**src/rtl/i2c_poll_sequencer.sv**
```systemverilog
// i2c_poll_sequencer: drives an I2C master block to read a 16-bit sensor
// register, either periodically or on demand. It captures each sample,
// maintains a hysteresis alarm, and retries failed transactions before
// raising a sticky error.
//
// Handshake with the I2C master: m_start is a level request that stays high
// until the master answers with m_busy=1. While busy, the master presents
// one m_data_valid pulse with m_data, then drops m_busy. If busy falls with
// no data_valid, or a phase exceeds the watchdog, the transaction has failed.
module i2c_poll_sequencer #(
  parameter int unsigned        POLL_PERIOD    = 1000000,
  parameter int unsigned        TIMEOUT_CYCLES = 200000,
  parameter int unsigned        MAX_RETRY      = 2,
  parameter logic signed [15:0] ALARM_HI       = 16'sh1900,
  parameter logic signed [15:0] ALARM_LO       = 16'sh1800
) (
  input  logic        clk,
  input  logic        resetn,
  input  logic        enable,
  input  logic        trigger,
  input  logic        err_clr,
  output logic        m_start,
  input  logic        m_busy,
  input  logic [15:0] m_data,
  input  logic        m_data_valid,
  output logic [15:0] sample,
  output logic        sample_valid,
  output logic        alarm,
  output logic        error,
  output logic [7:0]  fail_count,
  output logic [2:0]  seq_state
);

  localparam int unsigned PCW = (POLL_PERIOD > 2) ? $clog2(POLL_PERIOD) : 1;
  localparam int unsigned WDW = (TIMEOUT_CYCLES > 1) ? $clog2(TIMEOUT_CYCLES + 1) : 1;
  localparam logic [PCW-1:0] POLL_LAST = PCW'(POLL_PERIOD - 1);
  localparam logic [WDW-1:0] WD_LAST   = WDW'(TIMEOUT_CYCLES - 1);
  localparam logic [2:0]     RETRY_MAX = 3'(MAX_RETRY);

  typedef enum logic [2:0] {
    S_IDLE      = 3'd0,
    S_START     = 3'd1,
    S_WAIT_DATA = 3'd2,
    S_WAIT_IDLE = 3'd3,
    S_RECOVER   = 3'd4
  } state_t;

  state_t         state_q;
  logic [PCW-1:0] poll_cnt_q, poll_cnt_d;
  logic [WDW-1:0] wdog_q;
  logic [2:0]     retry_q;
  logic           pending_q, pending_d;
  logic           m_start_q;
  logic [15:0]    sample_q;
  logic           sample_valid_q;
  logic           alarm_q;
  logic           error_q;
  logic [7:0]     fail_count_q;

  logic poll_tick;
  logic wd_expired;
  logic launch;

  assign poll_tick  = enable && (poll_cnt_q == POLL_LAST);
  assign wd_expired = (wdog_q == WD_LAST);
  // The IDLE->START transition is what consumes a pending request.
  assign launch     = (state_q == S_IDLE) && pending_q && !m_busy;

  // Poll timer next state: free-runs while enabled, parked at 0 otherwise.
  always_comb begin
    poll_cnt_d = poll_cnt_q + 1'b1;
    if (!enable || poll_tick) poll_cnt_d = '0;
  end

  // Pending request next state: a new request beats a same-cycle launch.
  always_comb begin
    pending_d = pending_q;
    if (launch) pending_d = 1'b0;
    if (poll_tick || trigger) pending_d = 1'b1;
  end

  // Poll timer and pending request registers.
  always_ff @(posedge clk or negedge resetn) begin
    if (!resetn) begin
      poll_cnt_q <= '0;
      pending_q  <= 1'b0;
    end else begin
      poll_cnt_q <= poll_cnt_d;
      pending_q  <= pending_d;
    end
  end

  // Transaction sequencer with registered outputs, watchdog and retry logic.
  always_ff @(posedge clk or negedge resetn) begin
    if (!resetn) begin
      state_q        <= S_IDLE;
      wdog_q         <= '0;
      retry_q        <= '0;
      m_start_q      <= 1'b0;
      sample_q       <= '0;
      sample_valid_q <= 1'b0;
      alarm_q        <= 1'b0;
      error_q        <= 1'b0;
      fail_count_q   <= '0;
    end else begin
      sample_valid_q <= 1'b0;
      // Watchdog saturates; every state that uses it clears it on entry.
      if (!wd_expired) wdog_q <= wdog_q + 1'b1;
      // A final failure later in this block overrides the clear.
      if (err_clr) error_q <= 1'b0;

      case (state_q)
        S_IDLE: begin
          if (launch) begin
            state_q   <= S_START;
            m_start_q <= 1'b1;
            retry_q   <= '0;
            wdog_q    <= '0;
          end
        end

        S_START: begin
          if (m_busy) begin
            state_q   <= S_WAIT_DATA;
            m_start_q <= 1'b0;
            wdog_q    <= '0;
          end else if (wd_expired) begin
            state_q   <= S_RECOVER;
            m_start_q <= 1'b0;
            wdog_q    <= '0;
          end
        end

        S_WAIT_DATA: begin
          if (m_data_valid) begin
            sample_q       <= m_data;
            sample_valid_q <= 1'b1;
            if ($signed(m_data) > ALARM_HI)      alarm_q <= 1'b1;
            else if ($signed(m_data) < ALARM_LO) alarm_q <= 1'b0;
            retry_q        <= '0;
            state_q        <= S_WAIT_IDLE;
            wdog_q         <= '0;
          end else if (!m_busy || wd_expired) begin
            state_q <= S_RECOVER;
            wdog_q  <= '0;
          end
        end

        S_WAIT_IDLE: begin
          // The sample is already captured, so a stuck busy is not a failure.
          if (!m_busy || wd_expired) state_q <= S_IDLE;
        end

        S_RECOVER: begin
          if (!m_busy || wd_expired) begin
            if (retry_q < RETRY_MAX) begin
              retry_q   <= retry_q + 1'b1;
              state_q   <= S_START;
              m_start_q <= 1'b1;
              wdog_q    <= '0;
            end else begin
              error_q <= 1'b1;
              if (fail_count_q != 8'hFF) fail_count_q <= fail_count_q + 1'b1;
              state_q <= S_IDLE;
            end
          end
        end

        default: begin
          state_q   <= S_IDLE;
          m_start_q <= 1'b0;
        end
      endcase
    end
  end

  assign m_start      = m_start_q;
  assign sample       = sample_q;
  assign sample_valid = sample_valid_q;
  assign alarm        = alarm_q;
  assign error        = error_q;
  assign fail_count   = fail_count_q;
  assign seq_state    = state_q;

endmodule

```
**config.mk**
```make
export PLATFORM = sky130hd
export DESIGN_NAME = i2c_poll_sequencer
export DESIGN_NICKNAME = d
export VERILOG_FILES = /design/src/rtl/i2c_poll_sequencer.sv
export SDC_FILE = /design/constraint.sdc
export NUM_CORES = 1
export LEC_CHECK = 0
export BUFFER_PORTS_ARGS = -buffer_cell sky130_fd_sc_hd__buf_2
export CAP_MARGIN = 30
export CORE_UTILIZATION = 60
export CTS_BUF_LIST = sky130_fd_sc_hd__clkbuf_2
export DETAILED_ROUTE_END_ITERATION = 10
export HOLD_SLACK_MARGIN = 0.12
export MAX_ROUTING_LAYER = met4
export PLACE_DENSITY = 0.79
export SLEW_MARGIN = 20
export SYNTH_ARGS = -nofsm -noshare
export SYNTH_HDL_FRONTEND = slang
export SYNTH_SLANG_ARGS = --single-unit
```
**constraint.sdc**
```tcl
create_clock -name clk -period 5.2 [get_ports clk]
set_input_delay 0.78 -clock clk [delete_from_list [all_inputs] [get_ports clk]]
set_output_delay 0.78 -clock clk [all_outputs]
set_load 0.01 [all_outputs]
```
==> impl_metrics.yaml, run 1 <==
sta:
  final_hold_viol_count: 0
  skew_ns: 0.0212
  fin_crit_sh_pct: 52.5
  slew_violations: 0
  fin_setup_tns_ns: 0
  setup_violations: 0
  worst_slack_ns: 2.47
  fmax_mhz: 366
  tightest_slew_ns: 0.760
  slew_headroom_pct: 48.6
  rsz0062_at_grt: "false"
  period_needed_ns: 2.73
critical_path:
  cp.arrival_ns: 3.06
  r2r-end: "wdog_q[6]$_DFF_PN0_"
  path_class: "reg2reg"
  crit_fanout: 17
  critPathLaunchType: "register"
  end_kind: "register"
  r2r_setup_slack_ns: 2.47
  r2r-start: "wdog_q[13]$_DFF_PN0_"
  cp.required_ns: 5.53
  critPathLaunch: "wdog_q[13]$_DFF_PN0_"
  r2r_cells: 5
placed_design:
  numPortBuffers: 53
  dp_hpwl_um: 4970
  place_ws_ns: 2.52
  dp_cells: 456
  place_congestion: 0.863
  place_area_mm2: 0.00389
status:
  status: "completed"
yosys:
  ys_seq_elements: 73
  synth_fp_nets: 367
  syn_avg_cell_area_um2: 10.5
  synth_edf_count: 0
  synth_top_area_share_pct: 51.1
  synth_seq_area_share_pct: 51.1
  yosysWarnings: 0
  synth-async-reset-ratio_pct: 100
  yosysTopAreaCell: "dfrtp_1"
  synthesis.area_mm2: 0.00358
  synth_ff_type: "dfrtp_1"
  ys_types: 51
  yosys-top-cells-area: "dfrtp_1, mux2_2, xnor2_1, nor2_1, xor2_1"
  syn_inst: 339
cts:
  cts_buffers: 9
  post-cts-setup-buffers: 0
  cts_root_buf: "clkbuf_2"
  clk_pin_slew_ns: 0.19
  ctsResizeCount: 0
  holdBufCountCts: 0
  clk_path_buf_depth: 2
  insertion_delay_ns: 0.47
  htree_num_levels: 3
  clock-sinks: 73
  cts_tree: "done"
detailed_routing:
  wl_um: 7010
  vias: 2714
  drt_pass1_iterations: 4
  ant_nets: 0
  drtIter0Drc: 191
  post_drt_wl_per_cell_um: 14.9
  via_per_inst: 5.76
  drc: 0
power:
  power.leakage_nw: 1.76
  ir_drop_mv: 0.212
  p_per_area_mw_per_mm2: 358
floorplan:
  die_width_um: 79.2
  start_util_pct: 63.4
  die_h_um: 79.2
  die_area_mm2: 0.00627
  io_pins: 54
  row_count: 27
  design.core.area_mm2: 0.00564
grt:
  grt_pass1_wl_um: 12300
  grt_max_degree: 40
  grt_pass1_vias: 2658
  antenna_found_initial: 0
  gr-total-overflow: 0
  track_usage_pct: 26.1
layout:
  nNetsFinal: 423
  drive_above_1_share_pct: 23.3
  final_core_util_pct: 70.3
  fillCellCount: 444
  antenna_cells: 0
  finalInstanceArea_mm2: 0.00397
  final_cells: 471
  layout-area-overhead-vs-synth_pct: 11.0
job:
  drv_cap: 0
worst_hold_path:
  min_path_type: "in2async"
Yosys cell counts, types with 2 or more instances:
cell	n
xor2_1	17
ha_1	5
clkbuf_1	6
or3b_2	2
nand3_1	14
nand4_1	13
nand2_1	22
or3_1	2
nor2_1	46
and3_1	9
buf_6	2
nor3_1	9
nor4b_1	2
xnor2_1	20
or4b_1	2
o21ai_0	8
and4_1	3
nor4_1	4
a31oi_1	5
a211oi_1	5
a21oi_1	6
dfrtp_1	73
mux2_2	18
or4_1	3
inv_1	10
nand2b_1	4
o31ai_1	2
o22ai_1	3
nor3b_1	2
how the worst max path moves through the flow:
stage / to / cells after the start / slack [ns]
2_1_floorplan: fail_count[1]$_DFFE_PN0P_ / 5 / 2.90
3_3_place_gp: wdog_q[11]$_DFF_PN0_ / 5 / 2.63
3_5_place_dp: wdog_q[4]$_DFF_PN0_ / 5 / 2.52
4_1_cts: wdog_q[3]$_DFF_PN0_ / 5 / 2.48
5_1_grt: wdog_q[6]$_DFF_PN0_ / 5 / 2.37
6_report: wdog_q[6]$_DFF_PN0_ / 5 / 2.47
worst max-delay path: stages (launching register included):
cell	delay [ns]
dfrtp_1	0.47
or4b_1	0.55
or3_1	0.56
o22ai_1	0.23
nor3b_4	0.66
nor2_1	0.12
placed cells by master (no fill, tap or decap), types with 3 or more instances in the layout:
| master | instances |
|---|---|
| a211oi_1 | 5 |
| mux2_2 | 18 |
| nand4_1 | 13 |
| xnor2_1 | 20 |
| nor3_1 | 9 |
| nor4_1 | 4 |
| a21oi_1 | 6 |
| nand2_1 | 22 |
| dfrtp_1 | 73 |
| buf_2 | 53 |
| nor2_1 | 46 |
| o21ai_0 | 8 |
| and4_1 | 3 |
| inv_1 | 10 |
| or4_1 | 3 |
| and3_1 | 9 |
| xor2_1 | 17 |
| o22ai_1 | 3 |
| a31oi_1 | 5 |
| clkbuf_2 | 11 |
| ha_1 | 5 |
| nand3_1 | 14 |
| nand2b_1 | 4 |
sequential cells by signal (all words and copies together) (netlist names):
signal,flops
poll_cnt_q,20
wdog_q,18
sample,16
fail_count,8
retry_q,3
seq_state,3
alarm,1
error,1
m_start,1
pending_q,1
sample_valid,1
power breakdown:
group | switching, mW | leakage (nW) | internal, mW
registers | 0.0766 | 0.969 | 0.661
clock network | 0.188 | 0.0569 | 0.0618
logic | 0.232 | 0.733 | 0.200
total | 0.496 | 1.76 | 0.923
routing by layer:
| metal | global-route usage (%) | up-vias | routed length (um) |
|---|---|---|---|
| met2 | 39.7 | 81 | 3300 |
| li1 | - | 1326 | - |
| met5 | - | - | 0 |
| met4 | 10.0 | 0 | 36 |
| met1 | 35.3 | 1303 | 3280 |
| met3 | 4.48 | 4 | 398 |
cells by family after synthesis:
logic type,share of synthesized area [%]
AO/OA/AOI/OAI,8.12
AND/OR/NAND/NOR,21.5
multiplexers,5.67
XOR/XNOR,9.06
adder cells (fa/ha/maj),2.03
buffers and inverters,2.55
flip-flops,51.1
through the flow:
step	hold slack, ns	power (mW)
after global placement	0.479	1.16
after floorplan	0.468	1.03
after detailed placement	0.487	1.18
final	0.351	1.42
after CTS	0.334	1.44
after global routing	0.357	1.52
layout make-up:
cell class | count | area [um^2] | share of cell area (%)
clock inverters | 4 | 21.3 | 0.536
repair buffers | 55 | 280 | 7.06
flip-flops and latches | 73 | 1830 | 46.0
well taps | 72 | 90.1 | 2.27
inverters | 10 | 37.5 | 0.946
clock buffers | 11 | 55.1 | 1.39
multi-input cells | 246 | 1660 | 41.8
Note: power is estimated with default switching activity, not from simulation.
==> inputs of run 2 (changes only) <==
- CORE_UTILIZATION: 60 -> 59
- PLACE_DENSITY: 0.79 -> 0.78
- clock period: 5.2 -> 2.65 ns (I/O delays scaled with it)
==> run 2 against run 1 <==
Global-route usage down 0.68 points. Clock-buffer cell count down 1. First-iteration DRC count down 24%. Via count up 4.2%. Highest routed layer unchanged. Maximum frequency up 10%. Sequential share of layout area down 3.0 points. Core utilization up 4.5 points. Critical path type unchanged. Largest power group unchanged. Critical endpoint is now fail_count[1]$_DFFE_PN0P_. Die area up 1.6%. Sequential power up 92%.
==> impl_metrics.yaml, run 2 (synthesis gave the netlist of run 1 again) <==
detailed_routing:
  via_per_inst: 5.72
  wl_um: 7280
  vias: 2827
  drt_pass1_iterations: 4
  ant_nets: 0
  drtIter0Drc: 145
  drc: 0
  post_drt_wl_per_cell_um: 14.7
critical_path:
  path_class: "reg2reg"
  cp_top_family: "simple AND/OR/NAND/NOR gates"
  max_stage_delay_ns: 0.57
  end_kind: "register"
  cp_slowest_cell: "or3_1"
  r2r_setup_slack_ns: 0.17
  cp.required_ns: 3.05
  worst-path-buf-inv: 0
  critPathLaunch: "wdog_q[13]$_DFF_PN0_"
  r2r-start: "wdog_q[13]$_DFF_PN0_"
  path_depth: 4
  crit_chain: "or4b_1 -> or3_1 -> a211oi_4 -> mux2_2"
  r2r_cells: 4
  critPathCapture: "fail_count[1]$_DFFE_PN0P_"
  critPathLaunchType: "register"
  crit_fanout: 8
  cp.arrival_ns: 2.88
  r2r-end: "fail_count[1]$_DFFE_PN0P_"
placed_design:
  place_congestion: 0.827
  place_ws_ns: 0.165
  dp_hpwl_um: 4810
  numPortBuffers: 53
  dp_cells: 461
cts:
  htree_num_levels: 3
  cts_buffers: 9
  clk_path_buf_depth: 2
  insertion_delay_ns: 0.49
  cts_root_buf: "clkbuf_2"
  clock-sinks: 73
  clk_pin_slew_ns: 0.19
  cts_tree: "done"
layout:
  fillCellCount: 385
  final_core_util_pct: 74.8
  most-common-layout-cells: "dfrtp_1, buf_2, nor2_1"
  final_cells: 494
  max_flop_register: "poll_cnt_q"
  largest_register_ffs: 20
  layout-area-overhead-vs-synth_pct: 18.7
  register_area_mm2: 0.00183
  antenna_cells: 0
  multi_input_area_mm2: 0.00166
  drive_above_1_share_pct: 23.7
  nNetsFinal: 445
  final_common_cell: "dfrtp_1"
floorplan:
  row_count: 27
  die_area_mm2: 0.00638
  die_h_um: 79.9
  start_util_pct: 63.0
  io_pins: 54
  die_width_um: 79.9
  design.core.area_mm2: 0.00568
sta:
  fmax_mhz: 403
  fin_setup_tns_ns: 0
  rsz0062_at_grt: "false"
  slew_headroom_pct: 53.6
  final_hold_viol_count: 0
  tightest_slew_ns: 0.696
  period_needed_ns: 2.48
  fin_crit_sh_pct: 93.7
  slew_violations: 0
  setup_violations: 0
  worst_slack_ns: 0.168
  skew_ns: 0.0302
worst_hold_path:
  min_path_type: "in2reg"
power:
  power_mw: 3.06
  ir_drop_mv: 0.552
  power.leakage_nw: 1.88
  p_per_area_mw_per_mm2: 721
grt:
  grt_pass1_vias: 2663
  antenna_found_initial: 0
  grt_max_degree: 44
  track_usage_pct: 25.4
  grt_pass1_wl_um: 12000
  gr-total-overflow: 0
job:
  drv_cap: 0
status:
  status: "completed"
-- run 2: changes by cell type in the layout (fill, tap and decap cells not counted) --
cell,previous run,this run
clkinv_1,2,1
buf_12,0,1
clkinv_2,1,2
buf_4,2,6
clkbuf_2,11,10
dlygate4sd3_1,0,17
bufinv_16,0,2
-- run 2: cell type report --
type	count	share of cell area, %
multi-input cells	246	39.1
clock buffers	10	1.18
well taps	72	2.12
flip-flops and latches	73	43.0
inverters	10	0.884
clock inverters	6	1.95
repair buffers	77	11.8
-- run 2: per-layer routing --
layer | vias up | part of all wire [%] | GRT usage [%]
li1 | 1367 | - | -
met3 | 7 | 4.7 | 4.34
met1 | 1376 | 46 | 31.8
met5 | - | 0 | -
met2 | 77 | 48 | 41.2
met4 | 0 | 1.2 | 10.5
-- run 2: power by group --
part           internal (mW)  switching [mW]
registers               1.30           0.126
logic                  0.449           0.496
clock network          0.312           0.380
-- run 2: worst min-delay path by stage --
stage                             end  cells past startpoint        from  slack, ns
3_3_place_gp   sample[13]$_DFFE_PN0P_                      1      resetn       0.47
5_1_grt         sample[9]$_DFFE_PN0P_                      2   m_data[9]       0.13
4_1_cts        sample[11]$_DFFE_PN0P_                      2  m_data[11]       0.12
6_report        sample[9]$_DFFE_PN0P_                      2   m_data[9]       0.17
2_1_floorplan       alarm$_DFFE_PN0P_                      0      resetn       0.10
3_5_place_dp   sample[12]$_DFFE_PN0P_                      1      resetn       0.48
-- run 2: worst register-to-register path, delay by kind of cell, from the launching register on --
family	cells	cell delay (ns)
and+or+nand+nor	2	1.12
AOI/OAI and AO/OA	1	0.47
DFF	1	0.46
muxes	1	0.38
-- run 2: repair_timing --
action                    CTS  global route
buffers inserted            0             0
hold endpoints to repair   43             2
gates resized for setup     0             0
hold buffers               15             2
-- run 2: metrics by stage --
| stage | instance area [um^2] | hold WS, ns |
|---|---|---|
| 2_1_floorplan | 3580 | 0.102 |
| 3_3_place_gp | 3940 | 0.475 |
| 3_5_place_dp | 3940 | 0.476 |
| 4_1_cts | 4230 | 0.121 |
| 5_1_grt | 4250 | 0.125 |
| 6_report | 4250 | 0.173 |
